**src/rtl/quadrature_encoder_emulator.sv**
```systemverilog
// Quadrature A/B encoder emulator.
// Produces A/B phase waveforms from a commanded tick period and direction,
// either continuously (RUN) or for a fixed number of edges (MOVE), and keeps
// an emulated position count that a downstream decoder should reproduce.
module quadrature_encoder_emulator #(
    parameter int PERIOD_WIDTH = 32,
    parameter int COUNT_WIDTH  = 32,
    parameter int MIN_PERIOD   = 2
) (
    input  logic                    clk,
    input  logic                    reset,
    input  logic                    enable,
    input  logic                    direction,
    input  logic [PERIOD_WIDTH-1:0] tick_period,
    input  logic                    move_start,
    input  logic [15:0]             move_ticks,
    input  logic                    count_clear,
    output logic                    encoder_a,
    output logic                    encoder_b,
    output logic [COUNT_WIDTH-1:0]  tick_count,
    output logic                    step_pulse,
    output logic                    busy,
    output logic                    move_done
);

    localparam logic [1:0] ST_IDLE = 2'd0;
    localparam logic [1:0] ST_RUN  = 2'd1;
    localparam logic [1:0] ST_MOVE = 2'd2;

    localparam logic [PERIOD_WIDTH-1:0] MIN_P = PERIOD_WIDTH'(MIN_PERIOD);
    localparam logic [PERIOD_WIDTH-1:0] ONE_P = PERIOD_WIDTH'(1);
    localparam logic [COUNT_WIDTH-1:0]  ONE_C = COUNT_WIDTH'(1);

    logic [1:0]              state;
    logic [PERIOD_WIDTH-1:0] interval;    // clocks elapsed in the current interval
    logic [PERIOD_WIDTH-1:0] period_q;    // period latched at interval start
    logic                    dir_q;       // direction latched at interval start
    logic [15:0]             remaining;   // edges still owed by the active move

    logic [PERIOD_WIDTH-1:0] eff_period;
    logic                    interval_done;
    logic                    start_move;
    logic                    start_run;
    logic                    stop;
    logic                    finish;
    logic                    edge_now;
    logic                    next_a;
    logic                    next_b;

    // Clamp the requested period and decide the A/B successor for the latched direction.
    always_comb begin
        eff_period    = (tick_period < MIN_P) ? MIN_P : tick_period;
        interval_done = (interval == (period_q - ONE_P));
        // Forward walks 00->10->11->01; reverse walks the same ring backwards.
        next_a        = dir_q ? ~encoder_b : encoder_b;
        next_b        = dir_q ? encoder_a  : ~encoder_a;
    end

    // Control decisions for this cycle; move_start outranks enable, and a busy move ignores both.
    always_comb begin
        start_move = 1'b0;
        start_run  = 1'b0;
        stop       = 1'b0;
        finish     = 1'b0;
        edge_now   = 1'b0;
        case (state)
            ST_IDLE: begin
                if (move_start) begin
                    start_move = 1'b1;
                end else if (enable) begin
                    start_run = 1'b1;
                end
            end
            ST_RUN: begin
                if (move_start) begin
                    start_move = 1'b1;
                end else if (!enable) begin
                    stop = 1'b1;
                end else if (interval_done) begin
                    edge_now = 1'b1;
                end
            end
            ST_MOVE: begin
                if (remaining == 16'd0) begin
                    finish = 1'b1;
                end else if (interval_done) begin
                    edge_now = 1'b1;
                end
            end
            default: begin
                stop = 1'b1;
            end
        endcase
    end

    // State, interval timing, phase outputs and move handshake.
    always_ff @(posedge clk) begin
        if (reset) begin
            state      <= ST_IDLE;
            interval   <= '0;
            period_q   <= MIN_P;
            dir_q      <= 1'b0;
            remaining  <= 16'd0;
            encoder_a  <= 1'b0;
            encoder_b  <= 1'b0;
            step_pulse <= 1'b0;
            busy       <= 1'b0;
            move_done  <= 1'b0;
        end else begin
            step_pulse <= 1'b0;
            move_done  <= 1'b0;
            if (start_move) begin
                state     <= ST_MOVE;
                busy      <= 1'b1;
                remaining <= move_ticks;
                interval  <= '0;
                period_q  <= eff_period;
                dir_q     <= direction;
            end else if (start_run) begin
                state    <= ST_RUN;
                interval <= '0;
                period_q <= eff_period;
                dir_q    <= direction;
            end else if (stop) begin
                // Immediate stop: A/B hold, the partial interval is discarded.
                state    <= ST_IDLE;
                busy     <= 1'b0;
                interval <= '0;
            end else if (finish) begin
                busy      <= 1'b0;
                move_done <= 1'b1;
                interval  <= '0;
                if (enable) begin
                    state    <= ST_RUN;
                    period_q <= eff_period;
                    dir_q    <= direction;
                end else begin
                    state <= ST_IDLE;
                end
            end else if (edge_now) begin
                encoder_a  <= next_a;
                encoder_b  <= next_b;
                step_pulse <= 1'b1;
                interval   <= '0;
                period_q   <= eff_period;
                dir_q      <= direction;
                if (state == ST_MOVE) begin
                    remaining <= remaining - 16'd1;
                end
            end else if (state != ST_IDLE) begin
                interval <= interval + ONE_P;
            end
        end
    end

    // Emulated position; a clear in the same cycle as an edge discards that edge's step.
    always_ff @(posedge clk) begin
        if (reset || count_clear) begin
            tick_count <= '0;
        end else if (edge_now) begin
            tick_count <= dir_q ? (tick_count + ONE_C) : (tick_count - ONE_C);
        end
    end

endmodule

```
**config.mk**
```make
export PLATFORM = sky130hd
export DESIGN_NAME = quadrature_encoder_emulator
export DESIGN_NICKNAME = d
export VERILOG_FILES = /design/src/rtl/quadrature_encoder_emulator.sv
export SDC_FILE = /design/constraint.sdc
export NUM_CORES = 1
export LEC_CHECK = 0
export BUFFER_PORTS_ARGS = -buffer_cell sky130_fd_sc_hd__buf_2
export CAP_MARGIN = 15
export CORE_MARGIN = 10
export CORE_UTILIZATION = 54
export CTS_CLUSTER_DIAMETER = 50
export CTS_CLUSTER_SIZE = 28
export DETAILED_ROUTE_END_ITERATION = 16
export GPL_TIMING_DRIVEN = 0
export PLACE_DENSITY = 0.8
export SYNTH_ARGS = -nofsm -noshare
export SYNTH_HDL_FRONTEND = slang
export SYNTH_SLANG_ARGS = --single-unit
```
**constraint.sdc**
```tcl
create_clock -name clk -period 4.5 [get_ports clk]
set_input_delay 0.9 -clock clk [delete_from_list [all_inputs] [get_ports clk]]
set_output_delay 0.9 -clock clk [all_outputs]
set_load 0.005 [all_outputs]
```
==> key figures <==
STA
  – Worst Skew: 0.00804 ns
  – RSZ-0062 raised after global routing: true
  – Post-route minimum period: 4.32 ns
  – Final setup vio count: 0
  – Final Hold Viols: 0
  – Final period utilization: 96.1%
  – PnR worst setup slack: 0.177 ns
  – Fmax: 231 MHz
  – Slew @ Worst Pin: 1.15 ns
  – Max-slew violation count: 0
  – Relative slew slack: 22.6%

CTS
  – Htree depth: 4
  – TritonCTS sink count: 120
  – Clk_lat worst skew: 0.42 ns
  – Hold Buf Count CTS: 0
  – TritonCTS clock tree: done
  – CTS buffer count: 17
  – Clock slew seen by the registers of the worst setup and hold paths: 0.05 ns
  – Root buffer cell: clkbuf_16
  – CTS Buffer Depth: 2

Power and ir drop
  – VDD IR max: 0.288 mV
  – Cell Pwr Density: 326 mW/mm^2
  – Switching power: 0.991 mW
  – Logic pwr share: 24.3%
  – Switching Share: 31.7%
  – Reg power frac: 37.3%
  – Pleak: 3.76 nW
  – Clock Power Share: 38.4%
  – Power Internal: 2.14 mW

Logic synthesis
  – Yosys cell types: 76
  – Mapped Cells: 1,064
  – EDFF count, synth: 0
  – Synth Cell Area: 0.00830 sq mm
  – Predominant post-synthesis flop cell: dfxtp_1
  – Top-area cell type share of the netlist area: 29.0%
  – Top cells by instance count after synthesis: dfxtp_1, nand2_1, nor2_1
  – Syn_nets: 1,155
  – Largest family of logic cells by synthesized area: simple AND/OR/NAND/NOR gates
  – Multiplexer area fraction after synthesis: 1.24%
  – Synth Area in Adders: 5.67%
  – Avg Inst Size Synth: 7.80 sq um
  – Synth area leaders: dfxtp_1, ha_1, xnor2_1, nand2_1, nor2_1
  – YS warnings: 0
  – FFs w/ async S/R, synth: 0%
  – Post-Synth Simple-Gate Area: 27.6%
  – Post-Synth XOR/XNOR Area: 9.46%
  – Count leader, synth: dfxtp_1
  – Leading area contributor after synthesis: dfxtp_1
  – Synth Area in Compound Gates: 22.7%
  – Post-synthesis sequential area ratio: 29.0%
  – Seq cells post-synth: 120

Global route
  – GRT overflow: 0
  – Global-route wire length before repair: 38,900 um
  – Vias in the first global route: 7,936
  – Largest net degree at the start of global routing: 18
  – Total GRT Usage: 23.0%
  – Antenna violations before repair: 1

Placed design
  – Pre-CTS WS: -0.303 ns
  – Dpl hpwl: 17,700 um
  – Buffers on Ports: 90
  – GPL Wtd Cong: 0.934

Die
  – # IOs: 91
  – CORE AREA: 0.0151 sq mm
  – Floorplan die width: 144 um
  – Initial Utilization: 54.8%
  – Die area: 0.0207 sq mm
  – # rows: 45
  – Chip height: 144 um

Detailed routing
  – Vias per cell: 6.18
  – 1st-iter DRT viols: 679
  – Post-route ant nets: 0
  – Drt pass-1 iters: 5
  – Vias: 8,503
  – Drc violations: 0
  – Final wirelength: 23,900 um
  – DR WL/cell: 17.4 um

Run status
  – Outcome: finished clean

Worst setup path
  – Worst-path fanout max: 10
  – WS Path Type: flip-flop to flip-flop
  – Worst endpoint data arrival time: 4.67 ns
  – Crit path required time: 4.84 ns
  – Startpoint type of the worst setup path: flip-flop
  – Setup crit end kind: flip-flop

Layout
  – Final nets: 1,269
  – Layout cells sized above 1: 17.1%
  – Layout area overhead: 15.7%
  – Final Core Density: 63.4%

Hold path
  – Hold Crit Class: flip-flop to flip-flop

Run
  – Max_cap viols: 0
[layout by cell type (no fill, tap or decap), types with 30 or more instances in the layout]
cell type,Yosys,routed
nand2_1,110,110
a21oi_1,70,70
xnor2_1,49,49
o21ai_1,30,30
ha_1,36,35
buf_2,9,97
nand3_1,65,65
o21ai_0,31,31
clkbuf_1,40,36
xor2_1,38,38
nor4_1,31,30
dfxtp_1,120,120
nor2_1,94,94
[per-layer routing]
layer  global-route usage, %  wire length [um]  vias up
li1                        -                 -     4136
met5                       0                 0        -
met3                    4.85              1920       56
met4                    10.3               732        0
met1                    29.0             10200     3965
met2                    36.9             11000      346
[kinds of logic after synthesis]
kind of cell             after synthesis
AO/OA/AOI/OAI                        281
flip-flops                           120
buffers and inverters                 81
AND/OR/NAND/NOR                      447
adder cells (fa/ha/maj)               37
XOR/XNOR                              88
multiplexers                          10
[power groups by stage]
stage                     clock (mW)  sequential [mW]  combinational [mW]
final                           1.20             1.17               0.760
after global routing            1.26             1.17               0.840
after CTS                       1.21             1.16               0.728
after detailed placement           0             1.19               0.716
after global placement             0             1.18               0.703
after floorplan                    0             1.17               0.549
[per-stage QoR]
stage               area (sq um)  power [mW]  setup TNS, ns  hold slack (ns)  instances
detailed placement          8980        1.90          -8.43            0.444       1342
finish                      9600        3.13              0            0.452       1375
CTS                         9510        3.10              0            0.452       1368
global placement            8980        1.89          -5.00            0.445       1342
floorplan                   8300        1.72              0            0.453       1064
global route                9600        3.27         -0.111            0.481       1375
[worst max-delay path, stage by stage, from the launching register on]
cell and delay, ns:
dfxtp_1 0.29, clkbuf_1 0.20, or4_1 0.59, or4_4 0.55, or4_1 0.60, a22oi_1 0.26, nand4bb_1 0.20, or4_4 0.59
nor4_4 0.48, buf_6 0.25, o21ai_1 0.09, a21oi_2 0.13
[cell type report]
class	instances	area (sq um)
Multi-Input combinational cell	863	5590
Fill cell	1335	5540
Sequential cell	120	2400
Timing Repair Buffer	96	495
Clock buffer	23	488
Buffer	54	269
Tap cell	188	235
Inverter	25	97.6
Clock inverter	4	22.5
Timing Repair inverter	1	5.00
Antenna cell	1	2.50
[worst paths after layout]
path	to	slack [ns]	cells after the start	startpoint
setup reg to reg	period_q[23]	0.18	11	period_q[10]
hold reg to reg	busy	0.45	2	busy
setup / recovery	period_q[23]	0.18	11	period_q[10]
hold / removal	busy	0.45	2	busy
[sequential cells by signal, indices dropped and copies added (netlist names)]
| signal | cells |
|---|---|
| encoder_b | 1 |
| step_pulse | 1 |
| tick_count | 32 |
| period_q | 32 |
| busy | 1 |
| move_done | 1 |
| remaining | 16 |
| encoder_a | 1 |
| dir_q | 1 |
| state | 2 |
| interval | 32 |
[what timing repair did]
| action | in CTS | in global routing |
|---|---|---|
| endpoints found under the hold margin | 0 | 0 |
| buffers inserted | 0 | 6 |
| cloned | 1 | 0 |
| setup endpoints to repair | 75 | 100 |
| gates resized for setup | 6 | 15 |
| pin swaps | 0 | 1 |
No activity file was read; power rests on OpenSTA's default activity.
